**src/rtl/io_timer_responder.sv**
```systemverilog
// Two-channel timer/counter IO responder (halfword MODE/STATUS/INIT/CNT registers).
// Optional build macro IO_TIMER_PRESCALE_EN adds an 8-bit timer-mode prescaler per channel.
module io_timer_responder #(
    parameter int unsigned CNT_W     = 16,
    parameter logic [9:0]  BASE_ADDR = 10'h020
) (
    input  logic        clock,
    input  logic        reset_n,
    input  logic        ior,
    input  logic        iow,
    input  logic [9:0]  addr,
    input  logic [15:0] wdata,
    output logic [15:0] rdata,
    input  logic        pulse0,
    input  logic        pulse1,
    output logic        timer_irq
);

    logic [9:0]  off;
    logic        hit;
    logic [1:0]  pulse_in;
    logic [15:0] chan_status [2];
    logic [15:0] chan_cnt    [2];
    logic [1:0]  chan_irq_req;

    // Offsets +0/+2/+4/+6 only: off[2] selects INIT/CNT, off[1] selects the channel.
    assign off      = addr - BASE_ADDR;
    assign hit      = (off[9:3] == 7'd0) && !off[0];
    assign pulse_in = {pulse1, pulse0};

    genvar g;
    generate
        for (g = 0; g < 2; g++) begin : g_chan
            localparam logic CH = 1'(g);

            logic [2:0]       mode_r;
            logic [CNT_W-1:0] init_r;
            logic [CNT_W-1:0] cnt_r;
            logic             running;
            logic             done_t;
            logic             done_c;
            logic             sync1;
            logic             sync2;
            logic             pulse_d;
            logic             wr_mode;
            logic             wr_init;
            logic             rd_status;
            logic             timer_tick;
            logic             tick;
            logic             last;

            assign wr_mode   = iow && hit && !off[2] && (off[1] == CH);
            assign wr_init   = iow && hit &&  off[2] && (off[1] == CH);
            assign rd_status = ior && hit && !off[2] && (off[1] == CH);

`ifdef IO_TIMER_PRESCALE_EN
            logic [7:0] psc_val;
            logic [7:0] psc_cnt;

            assign timer_tick = (psc_cnt == psc_val);

            always_ff @(posedge clock or negedge reset_n) begin
                if (!reset_n) begin
                    psc_val <= '0;
                    psc_cnt <= '0;
                end else begin
                    if (wr_mode)
                        psc_val <= wdata[15:8];
                    if (wr_init || wr_mode)
                        psc_cnt <= '0;
                    else if (running && !mode_r[0])
                        psc_cnt <= timer_tick ? 8'd0 : psc_cnt + 8'd1;
                end
            end
`else
            assign timer_tick = 1'b1;
`endif

            // Counter mode ticks on the first synchronized high sample, three edges after the pulse rises.
            assign tick = running && (mode_r[0] ? (sync2 && !pulse_d) : timer_tick);
            assign last = tick && (cnt_r == CNT_W'(1));

            always_ff @(posedge clock or negedge reset_n) begin
                if (!reset_n) begin
                    mode_r  <= '0;
                    init_r  <= '0;
                    cnt_r   <= '0;
                    running <= 1'b0;
                    done_t  <= 1'b0;
                    done_c  <= 1'b0;
                    sync1   <= 1'b0;
                    sync2   <= 1'b0;
                    pulse_d <= 1'b0;
                end else begin
                    sync1   <= pulse_in[g];
                    sync2   <= sync1;
                    pulse_d <= sync2;
                    if (wr_init) begin
                        init_r  <= wdata[CNT_W-1:0];
                        cnt_r   <= wdata[CNT_W-1:0];
                        running <= |wdata[CNT_W-1:0];
                        done_t  <= 1'b0;
                        done_c  <= 1'b0;
                    end else begin
                        if (wr_mode)
                            mode_r <= wdata[2:0];
                        if (last) begin
                            if (mode_r[1]) begin
                                cnt_r <= init_r;
                            end else begin
                                cnt_r   <= '0;
                                running <= 1'b0;
                            end
                        end else if (tick) begin
                            cnt_r <= cnt_r - CNT_W'(1);
                        end
                        // A completion on the same edge as a clearing access wins.
                        if (last && !mode_r[0])
                            done_t <= 1'b1;
                        else if (wr_mode || rd_status)
                            done_t <= 1'b0;
                        if (last && mode_r[0])
                            done_c <= 1'b1;
                        else if (wr_mode || rd_status)
                            done_c <= 1'b0;
                    end
                end
            end

            assign chan_status[g]  = {running, 13'd0, done_c, done_t};
            assign chan_cnt[g]     = 16'(cnt_r);
            assign chan_irq_req[g] = (done_t || done_c) && mode_r[2];
        end
    endgenerate

    always_comb begin
        rdata = '0;
        if (ior && hit)
            rdata = off[2] ? chan_cnt[off[1]] : chan_status[off[1]];
    end

    always_ff @(posedge clock or negedge reset_n) begin
        if (!reset_n)
            timer_irq <= 1'b0;
        else
            timer_irq <= |chan_irq_req;
    end

endmodule

```
**config.mk**
```make
export PLATFORM = sky130hd
export DESIGN_NAME = io_timer_responder
export DESIGN_NICKNAME = d
export VERILOG_FILES = /design/src/rtl/io_timer_responder.sv
export SDC_FILE = /design/constraint.sdc
export NUM_CORES = 1
export LEC_CHECK = 0
export CAP_MARGIN = 10
export CELL_PAD_IN_SITES_DETAIL_PLACEMENT = 0
export CELL_PAD_IN_SITES_GLOBAL_PLACEMENT = 1
export CORE_AREA = 2 2 110 112
export CTS_BUF_LIST = sky130_fd_sc_hd__clkbuf_16
export CTS_CLUSTER_DIAMETER = 60
export DETAILED_ROUTE_END_ITERATION = 10
export DIE_AREA = 0 0 112 114
export DONT_BUFFER_PORTS = 1
export MAX_ROUTING_LAYER = met4
export PLACE_DENSITY_LB_ADDON = 0.1
export SLEW_MARGIN = 25
export SYNTH_ARGS = -nofsm -noshare
export SYNTH_HDL_FRONTEND = slang
export SYNTH_SLANG_ARGS = --single-unit
```
**constraint.sdc**
```tcl
create_clock -name clock -period 3.6 [get_ports clock]
set_input_delay 0.36 -clock clock [delete_from_list [all_inputs] [get_ports clock]]
set_output_delay 0.36 -clock clock [all_outputs]
set_load 0.05 [all_outputs]
```
## After elaboration in Yosys (flattened, before gate mapping)

Index checks and enable logic that the tools add are counted.

- Bits in registers: 83
- Input bits: 32
- Output and inout bits: 17
- Word-level logic and storage cells: 114

- $add $sub $neg: 3
- $lt $le $gt $ge: 1
- Equality and inequality tests: 4
- Multiplexer cells: 34
- Bitwise operators: 4
- Reductions and logical operators: 49

Operators by type and width:

| kind | number |
|---|---|
| 2-to-1 mux 16 bit | 16 |
| == test 16 x 1 -> 1 bit (second input constant) | 2 |
| subtractor 16 x 1 -> 16 bit (second input constant) | 2 |
| logical AND 1 bit | 24 |
| 2-to-1 mux 1 bit | 18 |
| nonzero test 3 bit | 6 |
| OR reduction 16 bit | 1 |
| subtractor 10 x 6 -> 10 bit (second input constant) | 1 |
| AND reduction 2 bit | 4 |
| logical NOT 7 bit | 1 |
| logical NOT 1 bit | 6 |
| logical OR 1 bit | 4 |
| != test 2 x 1 -> 1 bit (second input constant) | 2 |
| nonzero test 2 bit | 2 |
| inverter 1 bit | 3 |
| >= comparator 2 bit (second input constant) | 1 |
| inverter 1 -> 2 bit | 1 |
| OR reduction 2 bit | 1 |

## Logic depth before layout (Yosys ltp)

Gate-level depths: netlist (run 1).

- Depth in word-level cells: 10
- Mapped depth: 8
- Gate-level depth less buffers: 7

## Worst setup path after synthesis (run 1)

Ideal clock, no wire load.

- Path kind: input to output
- Start point: input port addr[4]
- End point: output port rdata[10]
- Arrival time: 2.044 ns
- Setup slack: 1.196 ns
- Cell stages on the path: 4
- Path buffers: 1
- Cells stage by stage: nor4b_1 > nand4_1 > clkbuf_1 > nor2_1

- Word-level cells in the longest chain between the ends: 5

Ends and longest elaborated chain:

| what | RTL line | source |
|---|---|---|
| from (decl) | 11 | `input logic [9:0] addr,` |
| subtractor 10 x 6 -> 10 bit | 27 | `assign off = addr - BASE_ADDR;` |
| logical NOT 7 bit | 28 | `assign hit = (off[9:3] == 7'd0) && !off[0];` |
| logical AND 1 bit | 28 |  |
| logical AND 1 bit | 138 | `if (ior && hit)` |
| 2-to-1 mux 16 bit | 138 |  |
| to (decl) | 13 | `output logic [15:0] rdata,` |

No other way between the ends.

## Worst setup path after layout (run 1)

- Start point: register g_chan[0].cnt_r[7]
- End point: register g_chan[0].cnt_r[12]

- Word-level cells in the longest chain between the ends: 4
- Elaborated cells on any way between the ends: 7
- Classes of those cells: add/sub (1); eq/ne (1); mux (3); reduce/logical (2)

Ends and longest elaborated chain:

| what | RTL line | source |
|---|---|---|
| from (decl) | 38 | `logic [CNT_W-1:0] cnt_r;` |
| from (signal assigned) | 100 | `cnt_r <= wdata[CNT_W-1:0];` |
| from (signal assigned) | 109 | `cnt_r <= init_r;` |
| from (signal assigned) | 115 | `cnt_r <= cnt_r - CNT_W'(1);` |
| subtractor 16 x 1 -> 16 bit or == test 16 x 1 -> 1 bit (tied branches) | 115, 81 |  |
| 2-to-1 mux 16 bit or logical AND 1 bit (tied branches) | 114, 81 |  |
| 2-to-1 mux 16 bit | 107 | `if (last) begin` |
| 2-to-1 mux 16 bit | 98 | `if (wr_init) begin` |

Several ways; a longest one is shown, not always the timed one. The select of a mux whose other input is x is not followed.
A chain may end at the register's enable or synchronous reset.

==> reports/summary.log, run 1 <==
[run_status] run status finished clean
[die] Placement Rows 40
[synthesis] count of flip-flops with a built-in enable after synthesis 0
[grt] pin count of the biggest net entering global routing 84
[route] total number of vias 4151
[synthesis] register area share after synthesis 0.4356
[timing] worst setup margin 0.8473 ns
[route] Vias/cell 5.905
[layout] FF/Latch Area 0.002077 mm^2
[critical_path] Critical Path End Type flip-flop
[clock_tree] clock latency on the worst-skew pair 0.35 ns
[die] area of the core 0.01171 mm^2
[place] Port Buf Inserts 0
[timing] max-slew violation total from the final report 0
[layout] Final Instance Area 0.005285 mm^2
[critical_path] biggest cell delay along the critical path 0.69 ns
[synthesis] dominant cells by area after synthesis sky130_fd_sc_hd__dfrtp_1 (44%), sky130_fd_sc_hd__nand2_1 (10%), sky130_fd_sc_hd__nor2_1 (3.4%)
[layout] post-layout util 0.4513
[clock_tree] Max H-tree Level 3
[place] DPL Wire Length 10.14 mm
[clock_tree] Setup Buffers After CTS 0
[route] number of detailed-route iterations in the first pass 6
[grt] wire length of the first global-routing pass 23.65 mm
[synthesis] number of register bits inferred by synthesis 83
[place] placed cells 688
[timing] endpoints failing setup 0
[synthesis] fraction of synthesis flops using an asynchronous set or reset pin 1.000
[critical_path] crit path max fanout 11
[place] setup slack after placement 0.9028 ns
[die] initial cell density of the core 0.4072
[layout] area growth from synthesis to layout 10.84%
[layout] Post-layout nets 590
[synthesis] Top FF cell, synth sky130_fd_sc_hd__dfrtp_1
[critical_path] Startpoint Class flip-flop
[hold_path] min-delay worst type primary input to flip-flop
[timing] final clock skew 0.006896 ns
[layout] Layout fillers 1200
[timing] Hold Worst Slack 0.04519 ns
[die] Die Area 0.01277 mm^2
[grt] global route total overflow 0
[synthesis] count of cell types in the netlist 60
[clock_tree] cell chosen for the clock root sky130_fd_sc_hd__clkbuf_16
[clock_tree] TritonCTS clock tree yes
[power] worst IR drop on VDD 0.4183 mV
[synthesis] Post-Syn Nets 586
[die] chip height 114 um
[synthesis] netlist area before placement 0.004768 mm^2
[grt] gr usage total 0.2483
[route] Routed WL per cell 20.52 um
[timing] ratio of final minimum period to clock period 0.7646
[power] Leakage 2.373 nW
[layout] fraction of final layout cells sized beyond drive strength 1 0.09173
[grt] initial antenna violation count 0
[place] global placement routability congestion 0.8427
[timing] Final Hold Violating Endpoints 0
[die] I/O pin count 49
[route] number of nets with antenna violations after routing 0
[layout] total inserted antenna cells 0
[synthesis] Avg Cell Area, Syn 8.670 um^2
[critical_path] critical path data required time 3.87 ns
[power] total power draw 2.184 mW
[clock_tree] clock-pin transition on the worst setup and hold timing paths 0.06 ns
[route] drt total wl 14.43 mm
[layout] total area of multi-input combinational cells 0.002544 mm^2
[run] Max-cap violations 0
[synthesis] cells after synthesis 550
[timing] Post-Route Setup TNS 0 ns
[critical_path] arrival time reported for the critical path endpoint 3.02 ns
[critical_path] critical path buffer and inverter count 0
[critical_path] category of cells accounting for the largest share of critical-path delay simple AND/OR/NAND/NOR gates
[route] Post-route DRC 0
[timing] setup repair after global routing missed its margin no
[synthesis] cell taking the most area after synthesis sky130_fd_sc_hd__dfrtp_1
[critical_path] worst-path cell with the longest stage delay sky130_fd_sc_hd__or4_1
[synthesis] post-synth top area share 0.4356
[timing] slew at the pin closest to its max-slew limit 0.8846 ns
[clock_tree] Longest Clk Path Bufs 2
[timing] time the worst path needs with I/O delays and setup 2.753 ns
[clock_tree] post_cts resized 0
[die] horizontal die dimension 112 um
[place] Placed Instance Area 0.005007 mm^2
[route] initial detailed-routing violation count 359
[clock_tree] sinks on the clock net 83
[layout] Layout Cells excl Fill 703
[timing] worst slew slack as a fraction of its limit 0.4063
[clock_tree] CTS buffer count 9
[grt] via count of the first global-routing pass 4078
[critical_path] cells traversed along the worst timing path or4_1 > nor2_1 > and3_1 > mux2_2 > o21ai_1
[synthesis] total of warnings raised by yosys 0
[critical_path] Setup CP Type flip-flop to flip-flop
[power] Cell Pwr Density 413.2 mW/mm^2
[timing] Highest Clock Rate 0.3633 GHz
power by group:
group / total (mW) / switching [mW] / internal, mW
clock network: 0.797 / 0.352 / 0.445
registers: 1.08 / 0.0943 / 0.990
logic: 0.303 / 0.155 / 0.148
routing by layer:
layer / vias to the layer above / track usage / part of all wire
li1: 1967 / - / -
met1: 2019 / 0.3308 / 0.46
met2: 150 / 0.3806 / 0.46
met3: 15 / 0.06908 / 0.069
met4: 0 / 0.05854 / 0.011
met5: - / - / 0
layout by cell type, fill, tap and decap left out, types with 3 or more instances in the layout:
cell type and count:
sky130_fd_sc_hd__mux4_2 3, sky130_fd_sc_hd__and2_1 4, sky130_fd_sc_hd__inv_1 11, sky130_fd_sc_hd__buf_4 23, sky130_fd_sc_hd__dfrtp_1 83, sky130_fd_sc_hd__o31ai_1 3
sky130_fd_sc_hd__a22oi_1 8, sky130_fd_sc_hd__nor4b_1 3, sky130_fd_sc_hd__and4_1 4, sky130_fd_sc_hd__or3_1 14, sky130_fd_sc_hd__a31oi_1 16, sky130_fd_sc_hd__o211ai_1 8
sky130_fd_sc_hd__or4_1 5, sky130_fd_sc_hd__mux2_2 5, sky130_fd_sc_hd__o21ai_1 22, sky130_fd_sc_hd__nand4_1 6, sky130_fd_sc_hd__nor3_1 6, sky130_fd_sc_hd__nor2b_1 7
sky130_fd_sc_hd__xor2_1 10, sky130_fd_sc_hd__mux2i_1 13, sky130_fd_sc_hd__o21ai_0 12, sky130_fd_sc_hd__nand3_1 20, sky130_fd_sc_hd__nor4_1 15, sky130_fd_sc_hd__clkbuf_16 9
sky130_fd_sc_hd__nor2_1 43, sky130_fd_sc_hd__mux2_1 6, sky130_fd_sc_hd__ha_1 4, sky130_fd_sc_hd__nand2_1 131, sky130_fd_sc_hd__a21oi_1 13, sky130_fd_sc_hd__xnor2_1 8
final timing paths:
path	startpoint	end	slack, ns	cells after the start
hold / removal	pulse1	g_chan[1].sync1$_DFF_PN0_	0.05	0
min in group asynchronous	reset_n	g_chan[0].cnt_r[0]$_DFFE_PN0P_	0.56	2
setup reg to reg	g_chan[0].cnt_r[7]$_DFFE_PN0P_	g_chan[0].cnt_r[12]$_DFFE_PN0P_	0.85	5
setup / recovery	g_chan[0].cnt_r[7]$_DFFE_PN0P_	g_chan[0].cnt_r[12]$_DFFE_PN0P_	0.85	5
hold reg to reg	g_chan[0].sync1$_DFF_PN0_	g_chan[0].sync2$_DFF_PN0_	0.35	0
max in group asynchronous	reset_n	g_chan[1].sync2$_DFF_PN0_	2.63	2
flip-flops by register name (all words and copies together) (netlist names):
signal / count
g_chan.cnt_r: 32
g_chan.init_r: 32
g_chan.mode_r: 6
g_chan.done_c: 2
g_chan.done_t: 2
g_chan.pulse_d: 2
g_chan.running: 2
g_chan.sync1: 2
g_chan.sync2: 2
timer_irq: 1
Yosys cell counts (2+ instances only):
| master | number |
|---|---|
| sky130_fd_sc_hd__nand2_1 | 131 |
| sky130_fd_sc_hd__dfrtp_1 | 83 |
| sky130_fd_sc_hd__nor2_1 | 43 |
| sky130_fd_sc_hd__clkbuf_1 | 28 |
| sky130_fd_sc_hd__o21ai_1 | 22 |
| sky130_fd_sc_hd__nand3_1 | 20 |
| sky130_fd_sc_hd__a31oi_1 | 16 |
| sky130_fd_sc_hd__nor4_1 | 16 |
| sky130_fd_sc_hd__or3_1 | 14 |
| sky130_fd_sc_hd__a21oi_1 | 13 |
| sky130_fd_sc_hd__mux2i_1 | 13 |
| sky130_fd_sc_hd__o21ai_0 | 12 |
| sky130_fd_sc_hd__xor2_1 | 10 |
| sky130_fd_sc_hd__a22oi_1 | 8 |
| sky130_fd_sc_hd__inv_1 | 8 |
| sky130_fd_sc_hd__o211ai_1 | 8 |
| sky130_fd_sc_hd__xnor2_1 | 8 |
| sky130_fd_sc_hd__nor2b_1 | 7 |
| sky130_fd_sc_hd__mux2_1 | 6 |
| sky130_fd_sc_hd__nand4_1 | 6 |
| sky130_fd_sc_hd__nor3_1 | 6 |
| sky130_fd_sc_hd__mux2_2 | 5 |
| sky130_fd_sc_hd__or4_1 | 5 |
| sky130_fd_sc_hd__and2_1 | 4 |
| sky130_fd_sc_hd__and4_1 | 4 |
| sky130_fd_sc_hd__ha_1 | 4 |
| sky130_fd_sc_hd__buf_2 | 3 |
| sky130_fd_sc_hd__mux4_2 | 3 |
| sky130_fd_sc_hd__nor4b_1 | 3 |
| sky130_fd_sc_hd__o31ai_1 | 3 |
| sky130_fd_sc_hd__a21boi_0 | 2 |
| sky130_fd_sc_hd__a32oi_1 | 2 |
| sky130_fd_sc_hd__a41o_1 | 2 |
| sky130_fd_sc_hd__nand4b_1 | 2 |
| sky130_fd_sc_hd__nor3b_1 | 2 |
| sky130_fd_sc_hd__o21a_1 | 2 |
| sky130_fd_sc_hd__o221ai_1 | 2 |
| sky130_fd_sc_hd__o31a_1 | 2 |
area by class of cell:
class	count	share of cell area
timing repair buffer	25	0.03977
tap	147	0.03480
clock inverter	4	0.002841
clock buffer	9	0.04261
sequential	83	0.3930
inverter	8	0.005682
multi-input combinational	427	0.4813
kinds of logic (layout without fill, tap and decap cells):
kind of cell,after synthesis,after routing,share of synthesized area
AOI/OAI and AO/OA,101,101,0.1359
and+or+nand+nor,276,276,0.2821
buffers and inverters,40,46,0.03227
xor gates and xnor gates,18,18,0.03306
DFF,83,83,0.4356
muxes,28,28,0.07058
adders and majority gates,4,4,0.01050
timing repair:
action	4_1_cts	5_1_grt
hold endpoints to repair	83	0
endpoints found under the setup margin	0	0
hold buffers	2	0
Power figures use the tool's default switching activity.
==> run 2, diff against run 1 <==
Clock period 3.6 ns to 2.6 ns, I/O delays scaled along.
==> reports/summary.log, run 2 (synthesis gave the netlist of run 1 again) <==
[die] initial cell density of the core 0.4072 [unchanged]
[hold_path] min-delay worst type primary input to flip-flop [unchanged]
[power] total power draw 3.191 mW [was 2.184 mW]
[critical_path] cells traversed along the worst timing path nor4_1 > nand4_1 > nor2_1 > buf_4 [was or4_1 > nor2_1 > and3_1 > mux2_2 > o21ai_1]
[die] chip height 114 um [unchanged]
[timing] slew at the pin closest to its max-slew limit 0.8805 ns [was 0.8846 ns]
[critical_path] biggest cell delay along the critical path 0.66 ns [was 0.69 ns]
[clock_tree] Longest Clk Path Bufs 2 [unchanged]
[place] Placed Instance Area 0.005132 mm^2 [was 0.005007 mm^2]
[timing] endpoints failing setup 0 [unchanged]
[clock_tree] clock latency on the worst-skew pair 0.35 ns [about the same]
[place] DPL Wire Length 10.50 mm [was 10.14 mm]
[layout] area growth from synthesis to layout 14.69% [was 10.84%]
[power] Cell Pwr Density 583.4 mW/mm^2 [was 413.2 mW/mm^2]
[clock_tree] post_cts resized 0 [unchanged]
[timing] Highest Clock Rate 0.4153 GHz
[place] setup slack after placement 0.2092 ns [was 0.9028 ns]
[route] initial detailed-routing violation count 327 [was 359]
[layout] fraction of final layout cells sized beyond drive strength 1 0.1181 [was 0.09173]
[clock_tree] TritonCTS clock tree yes [unchanged]
[place] global placement routability congestion 0.8823 [was 0.8427]
[layout] Layout Cells excl Fill 723 [was 703]
[route] total number of vias 4169 [was 4151]
[timing] Post-Route Setup TNS 0 ns [unchanged]
[timing] ratio of final minimum period to clock period 0.9262
[grt] pin count of the biggest net entering global routing 84 [unchanged]
[run_status] run status finished clean [unchanged]
[timing] worst setup margin 0.1919 ns [was 0.8473 ns]
[die] Placement Rows 40 [unchanged]
[grt] via count of the first global-routing pass 4220 [was 4078]
[run] Max-cap violations 0 [unchanged]
[die] area of the core 0.01171 mm^2 [unchanged]
[layout] post-layout util 0.4670 [was 0.4513]
[layout] Final Instance Area 0.005469 mm^2 [was 0.005285 mm^2]
[power] Leakage 2.489 nW [was 2.373 nW]
[place] placed cells 703 [was 688]
[grt] initial antenna violation count 0 [unchanged]
[clock_tree] cell chosen for the clock root sky130_fd_sc_hd__clkbuf_16 [unchanged]
[place] Port Buf Inserts 0 [unchanged]
[power] worst IR drop on VDD 0.3801 mV [was 0.4183 mV]
[critical_path] critical path data required time 2.34 ns [was 3.87 ns]
[layout] Post-layout nets 607 [was 590]
[grt] gr usage total 0.2513 [was 0.2483]
[critical_path] Critical Path End Type output port [was flip-flop]
[critical_path] Setup CP Type primary input to output port [was flip-flop to flip-flop]
[clock_tree] sinks on the clock net 83 [unchanged]
[layout] leading cell types in the layout, fill and taps excluded sky130_fd_sc_hd__nand2_1 (131), sky130_fd_sc_hd__dfrtp_1 (83), sky130_fd_sc_hd__nor2_1 (43) [unchanged]
[clock_tree] CTS buffer count 9 [unchanged]
[die] I/O pin count 49 [unchanged]
[timing] max-slew violation total from the final report 0 [unchanged]
[layout] most common library cell in the layout ignoring fill and taps sky130_fd_sc_hd__nand2_1 [unchanged]
[timing] Hold Worst Slack 0.01776 ns [was 0.04519 ns]
[route] number of nets with antenna violations after routing 0 [unchanged]
[route] Post-route DRC 0 [unchanged]
[critical_path] Startpoint Class primary input [was flip-flop]
[die] horizontal die dimension 112 um [unchanged]
[critical_path] worst-path cell with the longest stage delay sky130_fd_sc_hd__nand4_1 [was sky130_fd_sc_hd__or4_1]
[timing] Final Hold Violating Endpoints 0 [unchanged]
[critical_path] category of cells accounting for the largest share of critical-path delay simple AND/OR/NAND/NOR gates [unchanged]
[timing] final clock skew 0.009279 ns [was 0.006896 ns]
[grt] wire length of the first global-routing pass 24.07 mm [was 23.65 mm]
[layout] Largest regs g_chan.cnt_r: 32 flops, g_chan.init_r: 32 flops, g_chan.mode_r: 6 flops [unchanged]
[timing] worst slew slack as a fraction of its limit 0.4091 [was 0.4063]
[route] Routed WL per cell 20.58 um [was 20.52 um]
[grt] global route total overflow 0 [unchanged]
[clock_tree] Max H-tree Level 3 [unchanged]
[route] Vias/cell 5.766 [was 5.905]
[clock_tree] clock-pin transition on the worst setup and hold timing paths 0.06 ns [about the same]
[route] drt total wl 14.88 mm [was 14.43 mm]
[critical_path] crit path max fanout 13 [was 11]
[timing] time the worst path needs with I/O delays and setup 2.408 ns
[timing] setup repair after global routing missed its margin no [unchanged]
[layout] total inserted antenna cells 0 [unchanged]
[route] number of detailed-route iterations in the first pass 4 [was 6]
[critical_path] arrival time reported for the critical path endpoint 2.15 ns [was 3.02 ns]
[critical_path] critical path buffer and inverter count 1 [was 0]
[die] Die Area 0.01277 mm^2 [unchanged]
-- run 2: cell count changes in the layout (fill, tap and decap cells not counted), sizes merged --
cell | previous run | this run
buf | 24 | 39
inv | 11 | 12
clkinv | 1 | 2
dlygate4sd3 | 1 | 3
bufinv | 0 | 1
-- run 2: what timing repair did --
action | 4_1_cts | 5_1_grt
hold buffers | 4 | 0
buffers inserted | 0 | 0
endpoints found under the setup margin | 0 | 0
hold endpoints to repair | 85 | 0
-- run 2: worst reg2reg max path: stages, from the launching register on --
cell and delay, ns:
sky130_fd_sc_hd__dfrtp_1 0.46, sky130_fd_sc_hd__or4_4 0.59, sky130_fd_sc_hd__or2_0 0.33, sky130_fd_sc_hd__nor3_4 0.40, sky130_fd_sc_hd__mux2_2 0.39, sky130_fd_sc_hd__o211ai_1 0.15
-- run 2: final timing paths --
kind | from | endpoint | slack (ns) | depth (start not counted)
max | addr[7] | rdata[6] | 0.19 | 4
min | wdata[13] | g_chan[0].init_r[13]$_DFFE_PN0P_ | 0.02 | 2
max reg2reg | g_chan[1].cnt_r[10]$_DFFE_PN0P_ | g_chan[1].cnt_r[5]$_DFFE_PN0P_ | 0.20 | 5
min reg2reg | g_chan[1].sync1$_DFF_PN0_ | g_chan[1].sync2$_DFF_PN0_ | 0.35 | 0
max in group asynchronous | reset_n | g_chan[1].cnt_r[0]$_DFFE_PN0P_ | 1.75 | 2
min in group asynchronous | reset_n | g_chan[0].cnt_r[3]$_DFFE_PN0P_ | 0.48 | 2
-- run 2: final cells by class --
type / count / area [um^2]
clock buffer: 9 / 225.2
clock inverter: 7 / 53.80
fill: 1175 / 6242
inverter: 8 / 30.03
multi-input combinational: 427 / 2544
sequential: 83 / 2077
tap: 147 / 183.9
timing repair buffer: 42 / 355.3
-- run 2: power breakdown --
group | leakage, nW | internal [mW] | switching [mW]
Sequential | 1.08 | 1.37 | 0.125
Combinational | 1.26 | 0.224 | 0.234
Clock | 0.152 | 0.725 | 0.512
Total | 2.49 | 2.32 | 0.872
-- run 2: per-layer routing --
metal  global-route usage  part of all wire  up-vias
li1                     -                 -     2007
met1               0.3582              0.49     2017
met2               0.3592              0.45      128
met3              0.05048             0.053       17
met4              0.08537             0.015        0
met5                    -                 0        -
